### src/rtl/maxpool2x2_stream.sv
// maxpool2x2_stream: streaming 2x2 / stride-2 signed max pooling.
// Pixels arrive in row-major order, one per valid_in. Even rows reduce
// horizontal pairs into a half-width line buffer. Odd rows combine their
// own pair maximum with the stored value and emit one pooled pixel.
// Ports:
//   clk, rst        clock; synchronous active-high reset
//   clear           synchronous frame abort (counters/phase to frame start)
//   valid_in        data_in carries a pixel this cycle (no backpressure)
//   data_in         signed input pixel
//   valid_out       one-cycle pulse: data_out holds a new pooled pixel
//   data_out        registered pooled pixel; holds between pulses
//   frame_done      pulses with valid_out of the frame's last window
module maxpool2x2_stream #(
  parameter int unsigned DATA_WIDTH = 16,
  parameter int unsigned IMG_WIDTH  = 24,
  parameter int unsigned IMG_HEIGHT = 24
) (
  input  logic                  clk,
  input  logic                  rst,
  input  logic                  clear,
  input  logic                  valid_in,
  input  logic [DATA_WIDTH-1:0] data_in,
  output logic                  valid_out,
  output logic [DATA_WIDTH-1:0] data_out,
  output logic                  frame_done
);

  // Frame geometry must be even in both dimensions
  if ((IMG_WIDTH < 2) || ((IMG_WIDTH % 2) != 0)) begin : g_bad_width
    $error("maxpool2x2_stream: IMG_WIDTH must be even and >= 2");
  end
  if ((IMG_HEIGHT < 2) || ((IMG_HEIGHT % 2) != 0)) begin : g_bad_height
    $error("maxpool2x2_stream: IMG_HEIGHT must be even and >= 2");
  end

  localparam int unsigned COL_W  = (IMG_WIDTH  > 2) ? $clog2(IMG_WIDTH)  : 1;
  localparam int unsigned ROW_W  = (IMG_HEIGHT > 2) ? $clog2(IMG_HEIGHT) : 1;
  localparam int unsigned HALF_W = IMG_WIDTH / 2;
  localparam int unsigned IDX_W  = (HALF_W > 1) ? $clog2(HALF_W) : 1;
  localparam logic [COL_W-1:0] COL_MAX = COL_W'(IMG_WIDTH - 1);
  localparam logic [ROW_W-1:0] ROW_MAX = ROW_W'(IMG_HEIGHT - 1);

  typedef enum logic [1:0] {
    EVEN_FIRST  = 2'd0,
    EVEN_SECOND = 2'd1,
    ODD_FIRST   = 2'd2,
    ODD_SECOND  = 2'd3
  } phase_e;

  phase_e                state_q, state_d;
  logic [COL_W-1:0]      col_q, col_d;
  logic [ROW_W-1:0]      row_q, row_d;
  logic [DATA_WIDTH-1:0] pair_q, pair_d;
  logic                  valid_out_q, valid_out_d;
  logic [DATA_WIDTH-1:0] data_out_q, data_out_d;
  logic                  frame_done_q, frame_done_d;

  // Half-width line buffer; every entry is written on an even row before
  // the following odd row reads it, so it needs no reset.
  logic [DATA_WIDTH-1:0] line_buf_q [HALF_W];
  logic                  lb_we;
  logic [IDX_W-1:0]      lb_idx;

  logic signed [DATA_WIDTH-1:0] pix_s, pair_s, lb_s, hmax, result;
  logic                         col_last, row_last;

  assign col_last = (col_q == COL_MAX);
  assign row_last = (row_q == ROW_MAX);
  assign lb_idx   = IDX_W'(col_q >> 1);

  // Signed datapath: horizontal pair max, then vertical max with stored row
  assign pix_s  = $signed(data_in);
  assign pair_s = $signed(pair_q);
  assign lb_s   = $signed(line_buf_q[lb_idx]);
  assign hmax   = (pix_s > pair_s) ? pix_s : pair_s;
  assign result = (lb_s > hmax) ? lb_s : hmax;

  // Next-state: counters, phase, pair register and output registers
  always_comb begin
    state_d      = state_q;
    col_d        = col_q;
    row_d        = row_q;
    pair_d       = pair_q;
    valid_out_d  = 1'b0;
    frame_done_d = 1'b0;
    data_out_d   = data_out_q;
    lb_we        = 1'b0;
    if (clear) begin
      col_d   = '0;
      row_d   = '0;
      state_d = EVEN_FIRST;
    end else if (valid_in) begin
      if (col_last) begin
        col_d = '0;
        row_d = row_last ? '0 : row_q + ROW_W'(1);
      end else begin
        col_d = col_q + COL_W'(1);
      end
      case (state_q)
        EVEN_FIRST: begin
          pair_d  = data_in;
          state_d = EVEN_SECOND;
        end
        EVEN_SECOND: begin
          lb_we   = 1'b1;
          state_d = col_last ? ODD_FIRST : EVEN_FIRST;
        end
        ODD_FIRST: begin
          pair_d  = data_in;
          state_d = ODD_SECOND;
        end
        ODD_SECOND: begin
          data_out_d   = result;
          valid_out_d  = 1'b1;
          frame_done_d = row_last && col_last;
          state_d      = col_last ? EVEN_FIRST : ODD_FIRST;
        end
        default: state_d = EVEN_FIRST;
      endcase
    end
  end

  // State and output registers
  always_ff @(posedge clk) begin
    if (rst) begin
      state_q      <= EVEN_FIRST;
      col_q        <= '0;
      row_q        <= '0;
      pair_q       <= '0;
      valid_out_q  <= 1'b0;
      data_out_q   <= '0;
      frame_done_q <= 1'b0;
    end else begin
      state_q      <= state_d;
      col_q        <= col_d;
      row_q        <= row_d;
      pair_q       <= pair_d;
      valid_out_q  <= valid_out_d;
      data_out_q   <= data_out_d;
      frame_done_q <= frame_done_d;
    end
  end

  // Line buffer write port
  always_ff @(posedge clk) begin
    if (!rst && lb_we) begin
      line_buf_q[lb_idx] <= hmax;
    end
  end

  assign valid_out  = valid_out_q;
  assign data_out   = data_out_q;
  assign frame_done = frame_done_q;

endmodule

### config.mk
export PLATFORM = sky130hd
export DESIGN_NAME = maxpool2x2_stream
export DESIGN_NICKNAME = d
export VERILOG_FILES = /design/src/rtl/maxpool2x2_stream.sv
export SDC_FILE = /design/constraint.sdc
export NUM_CORES = 1
export LEC_CHECK = 0
export BUFFER_PORTS_ARGS = -buffer_cell sky130_fd_sc_hd__buf_4
export CORE_MARGIN = 2
export CORE_UTILIZATION = 30
export DETAILED_ROUTE_END_ITERATION = 6
export PLACE_DENSITY = 0.51
export RECOVER_POWER = 25
export SETUP_SLACK_MARGIN = 0.5
export SYNTH_ARGS = -nofsm -noshare
export SYNTH_HDL_FRONTEND = slang
export SYNTH_SLANG_ARGS = --single-unit
### constraint.sdc
create_clock -name clk -period 8.82 [get_ports clk]
set_input_delay 0.882 -clock clk [delete_from_list [all_inputs] [get_ports clk]]
set_output_delay 0.882 -clock clk [all_outputs]
set_load 0.02 [all_outputs]
==> flow_summary.ini, run 1 <==
[finish]
fin_nets = 784
num_antenna_cells = 0
n_fill_cell = 3198
layout_commonest_cell = edfxtp_1
regArea_um2 = 6770
mostFrequentLayoutCells = edfxtp_1, nand2_1, dfxtp_1, mux2i_1, buf_4
syn2layout_area_growth_pct = 15.3
stdcell_area_um2 = 11900
finalNonFillerCells = 1195
drive_gt1_share_pct = 18.1
multiInputGateArea_um2 = 3220
postLayoutCoreUtil_pct = 35.3

[place]
post_dp_cell_area_um2 = 11100
port-buffer-count = 37
dp.cells = 1150
dp_hpwl_um = 14400
place_congestion = 0.765

[routing]
vias_per_cell = 4.88
firstDrtPassIters = 4
wirelength_um = 23100
vias = 5829
drcViolationCount = 0
ant_nets = 0
wl_per_cell_um = 19.4
initialDrtViolationCount = 387

[global_routing]
grt_first_pass_wirelength_um = 35900
grt_max_degree = 35
antenna_found_initial = 0
grt_pass1_vias = 5832
track_usage_pct = 13.1
grt.overflow.total = 0

[floorplanning]
core_area_um2 = 33600
ios = 38
dieHeight_um = 189
rows = 67
start_util_pct = 30.6
die_x_um = 189
dieArea_um2 = 35800

[status]
violations = capacitance limit, slew limit
status = finished with violations

[synthesis]
yosys_warnings = 0
ys_ff_latch = 242
synth_area_leaders = edfxtp_1, dfxtp_1, mux4_2
synth-edff-count = 192
syn_avg_cell_area_um2 = 15.1
synth_seq_area_share_pct = 65.8
ys.flop_type = edfxtp_1
yosys.area.top_type = edfxtp_1
async_flop_share_pct = 0
ys_types = 53
synthCells = 682
netlist_area_um2 = 10300
synth_nets = 736
netlist.area_leader.share_pct = 56.1

[sta]
slew-limit-headroom_pct = -39.5
rsz0062_at_grt = no
fin_crit_sh_pct = 54.7
fin_crit_ns = 4.83
max_clock_freq_mhz = 207
timing.setup.tns_ns = 0
finalHoldViolations = 0
report.final.slew_viol_count = 17
finalSetupViolations = 0
fin_skew_ns = 0.0127
tightest_slew_ns = 2.09

[pwr]
combPwrFrac_pct = 5.5
seqPwrFrac_pct = 51.5
p_int_uw = 1910
leakagePower_uw = 0.00390
p_sw_uw = 526
ir_drop_v = 0.000120
swShare_pct = 21.6
p_per_area_nw_per_um2 = 206
p_clk_share_pct = 43.0

[worst_setup_path]
crit_type = primary input to register
critPathMaxFanout = 17
worstSetupStartpointType = primary input
worstPathArrival_ns = 5.27
crit_required_ns = 9.26
crit_path_end_kind = register

[clock_tree]
ctsHoldBuffers = 0
clock_latency_ns = 0.52
cts_root_buffer = clkbuf_16
cts_tree = built
clk_path_buf_depth = 3
path_clk_slew_ns = 0.06
post_cts_buffers = 0
clock-sinks = 242
cts_resized = 0
htreeDepth = 1
numCtsBuffers = 26

[run]
max-cap-violations = 1

[min_path]
holdCritPathClass = register to register
[worst max-delay path: stages]
cell	delay (ns)
buf_4	0.12
ha_1	0.28
nor2b_1	0.13
o211ai_1	0.10
a2111o_1	0.41
a311oi_4	0.53
buf_4	0.37
mux2i_2	0.37
ha_1	0.28
nand4_1	0.25
o21bai_1	0.24
a21oi_1	0.09
buf_4	0.20
or3b_1	0.69
o221ai_1	0.29
[power groups by stage]
| stage | registers (uW) | clock network, uW | logic (uW) |
|---|---|---|---|
| 2_1_floorplan | 1280 | 0 | 90.6 |
| 3_3_place_gp | 1280 | 0 | 134 |
| 3_5_place_dp | 1280 | 0 | 136 |
| 4_1_cts | 1250 | 1080 | 136 |
| 5_1_grt | 1250 | 1120 | 151 |
| 6_report | 1260 | 1050 | 134 |
[synthesized netlist by cell type, types with 3 or more instances]
library cell and n:
clkbuf_1 21, ha_1 34, nand3_1 3, a221oi_1 15, o211ai_1 23, buf_1 8
nand4_1 10, inv_1 35, o211ai_2 9, nor3_1 6, o22ai_1 15, nand2b_1 3
dfxtp_1 50, nor2b_1 5, o21ai_1 3, a21oi_1 31, buf_4 3, edfxtp_1 192
xor2_1 3, mux4_2 32, nand2_1 61, nor3b_1 3, nor2_1 28, mux2i_1 43
mux2i_2 9
[cell type report]
cell class	count	share of cell area (%)
clock buffer	32	5.86
clock inverter	13	1.07
inverter	35	1.11
multi-input combinational	369	27.2
sequential	242	57.1
tap	448	4.73
timing repair buffer	56	2.98
[routing by layer]
layer	GRT usage (%)	share of wire (%)	vias up
met3	2.06	4.7	25
met5	0	0	-
met4	2.52	1.2	0
met1	18.5	48	2949
li1	-	-	2741
met2	21.4	46	114
[flip-flops by register name, indices dropped and copies added (netlist names), named ones only]
name        cells
col_q           5
data_out       16
frame_done      1
line_buf_q    192
pair_q         16
row_q           5
state_q         2
valid_out       1
[final timing paths]
| kind | end | cells past startpoint | slack [ns] | startpoint |
|---|---|---|---|---|
| min reg2reg | data_out[14] | 2 | 0.47 | data_out[14] |
| max | data_out[0] | 15 | 3.99 | data_in[1] |
| max reg2reg | data_out[0] | 15 | 4.07 | pair_q[1] |
| min | data_out[14] | 2 | 0.47 | data_out[14] |
[cells by family (layout without fill, tap and decap cells)]
family	after synthesis	count (layout)	synth area share [%]
xor+xnor	4	4	0.341
flops	242	242	65.8
fa+ha+maj	34	34	4.14
buf+inv	71	136	2.99
compound gates	114	114	8.24
mux	84	84	12.4
simple gates	133	133	6.08
[metrics by stage]
| stage | worst slack, ns | hold slack [ns] | power, uW |
|---|---|---|---|
| global route | 3.70 | 0.494 | 2530 |
| global placement | 3.47 | 0.450 | 1410 |
| floorplan | 4.20 | 0.449 | 1370 |
| finish | 3.99 | 0.475 | 2440 |
| detailed placement | 3.50 | 0.458 | 1420 |
| CTS | 4.02 | 0.476 | 2470 |
Note: power is estimated with default switching activity, not from simulation.
==> inputs of run 2 (changes only) <==
Settings changed: ABC_AREA from default to 1, PLACE_DENSITY 0.51 to 0.52.
Clock period 8.82 ns to 4.4 ns, I/O delays scaled along.
==> run 2 against run 1 <==
Net effect:
- the flow still finishes with violations (capacitance limit, slew limit)
- register-to-register slack lost 3.5 ns
- global-route usage grew 1.4 points
- clock skew is 0.0032 ns higher
- highest routed layer unchanged
==> flow_summary.ini, run 2 <==
[synthesis]
synth_nets = 1167
synth.most_common_cell = nand2_1
ys_types = 33
netlist.area_leader.share_pct = 52.2
yosys_warnings = 0
syn_avg_cell_area_um2 = 9.93
ys_ff_latch = 242
async_flop_share_pct = 0
synth_seq_area_share_pct = 61.2
synthCells = 1113
ys.flop_type = edfxtp_1
synthTopCellsByCount = nand2_1, edfxtp_1, nor2_1, inv_1, o21ai_0
synth_area_leaders = edfxtp_1, nand2_1, dfxtp_1
synth-edff-count = 192
yosys.area.top_type = edfxtp_1
netlist_area_um2 = 11000

[routing]
vias_per_cell = 4.75
drcViolationCount = 0
wirelength_um = 28200
wl_per_cell_um = 17.0
ant_nets = 0
initialDrtViolationCount = 539
firstDrtPassIters = 5
vias = 7870

[clock_tree]
numCtsBuffers = 27
clk_path_buf_depth = 3
path_clk_slew_ns = 0.06
ctsHoldBuffers = 0
cts_root_buffer = clkbuf_16
clock_latency_ns = 0.53
cts_tree = built
htreeDepth = 1
clock-sinks = 242

[global_routing]
grt.overflow.total = 0
grt_first_pass_wirelength_um = 43400
track_usage_pct = 14.5
grt_pass1_vias = 7498
antenna_found_initial = 0
grt_max_degree = 56

[sta]
finalHoldViolations = 0
finalSetupViolations = 0
worst_slack_ns = 0.584
fin_crit_sh_pct = 86.7
slew-limit-headroom_pct = -16.0
rsz0062_at_grt = no
timing.setup.tns_ns = 0
report.final.slew_viol_count = 54
max_clock_freq_mhz = 262
tightest_slew_ns = 1.74
holdWs_ns = 0.218
fin_crit_ns = 3.82
fin_skew_ns = 0.0159

[finish]
largest_register_ffs = 192
fin_nets = 1226
n_fill_cell = 3672
stdcell_area_um2 = 12800
top_register = line_buf_q
layout_commonest_cell = nand2_1
syn2layout_area_growth_pct = 16.2
num_antenna_cells = 0
drive_gt1_share_pct = 10.8
mostFrequentLayoutCells = nand2_1, edfxtp_1, inv_1, nor2_1, o21ai_0

[floorplanning]
die_x_um = 196
rows = 70
ios = 38
start_util_pct = 30.3
dieArea_um2 = 38400
core_area_um2 = 36400
dieHeight_um = 196

[place]
pre_cts_ws_ns = 0.305
port-buffer-count = 37
place_congestion = 0.849
post_dp_cell_area_um2 = 11900
dp_hpwl_um = 17400

[worst_setup_path]
crit_path_end_kind = register
critPathMaxFanout = 9
crit_required_ns = 4.73
crit_type = register to register
r2r_slack_ns = 0.58
worstSetupStartpointType = register
worstPathArrival_ns = 4.15

[run]
max-cap-violations = 2

[status]
violations = capacitance limit, slew limit
status = finished with violations

[min_path]
holdCritPathClass = primary input to register

[pwr]
leakagePower_uw = 0.00495
ir_drop_v = 0.000246
p_per_area_nw_per_um2 = 398
==> run 2: cell types whose count changed in the layout (fill, tap and decap cells not counted), sizes merged, moves of 14 or more <==
cell    previous run  this run
mux4              32         0
o221ai             2        16
nand4             11        34
a221oi            15         0
inv               36       123
nand3              3        62
nor2              28       126
buf               38        57
a211oi             1        18
o21ai              5        59
mux2i             52         0
nand2             61       273
o22ai             15         1
==> run 2: cell families (layout without fill, tap and decap cells) <==
logic type                 Yosys count  count (layout)  share of synthesized area (%)
xor gates and xnor gates             1               1                         0.0793
AOI/OAI and AO/OA                  159             159                           8.87
buffers and inverters              177             249                           6.77
and+or+nand+nor                    500             505                           19.2
adders and majority gates           34              34                           3.85
DFF                                242             242                           61.2
==> run 2: through the flow <==
stage	power, uW	utilization, %	std cells
final	5110	35.2	1658
after global routing	5330	35.2	1658
after CTS	5090	34.9	1646
after detailed placement	3110	32.8	1599
after global placement	3100	32.8	1599
after floorplan	2960	-	1113
==> run 2: final timing paths <==
path	from	end	cells past startpoint
worst min-delay path	data_in[7]	pair_q[7]	3
worst max-delay path	pair_q[11]	data_out[9]	24
worst max register to register	pair_q[11]	data_out[9]	24
worst min register to register	data_out[10]	data_out[10]	2
==> run 2: cell type report <==
type	instances	area, um^2	share of cell area (%)
Clock buffer	32	694	5.41
Multi-Input combinational cell	699	3690	28.7
Clock inverter	15	70.1	0.546
Timing Repair Buffer	79	568	4.42
Tap cell	468	586	4.56
Inverter	123	462	3.60
Sequential cell	242	6770	52.7
==> run 2: where the power goes <==
part | internal [uW] | total [uW] | switching, uW
clock | 1110 | 1990 | 872
combinational | 191 | 571 | 380
sequential | 2550 | 2560 | 10.7
==> run 2: repair_timing <==
action,CTS,global route
gates cloned,0,5
resized for setup,2,25
pin swaps,0,10
setup buffers,0,7
endpoints found under the setup margin,3,16
==> run 2: per-layer routing <==
metal | routed length [um] | track usage, % | up-vias
met1 | 13400 | 20.2 | 3730
met4 | 505 | 3.25 | 0
met5 | 0 | 0 | -
li1 | - | - | 3935
met2 | 13000 | 23.9 | 166
met3 | 1250 | 1.89 | 39
==> run 2: worst max-delay path, cell delays in order (launching register included) <==
cell and delay (ns):
dfxtp_1 0.37, inv_1 0.08, ha_1 0.31, a21oi_1 0.15
nand2_1 0.08, a21oi_1 0.33, nand3_4 0.15, buf_4 0.16
nand3_2 0.16, nand2_1 0.10, nand2_1 0.13, inv_1 0.06
ha_1 0.28, nand2_1 0.07, inv_1 0.04, nand3_1 0.12
a21oi_1 0.07, nor2_2 0.24, nand2_2 0.14, nand2_2 0.19
nand4_1 0.11, nand2_1 0.08, inv_1 0.05, nand2_1 0.07
a21oi_1 0.06
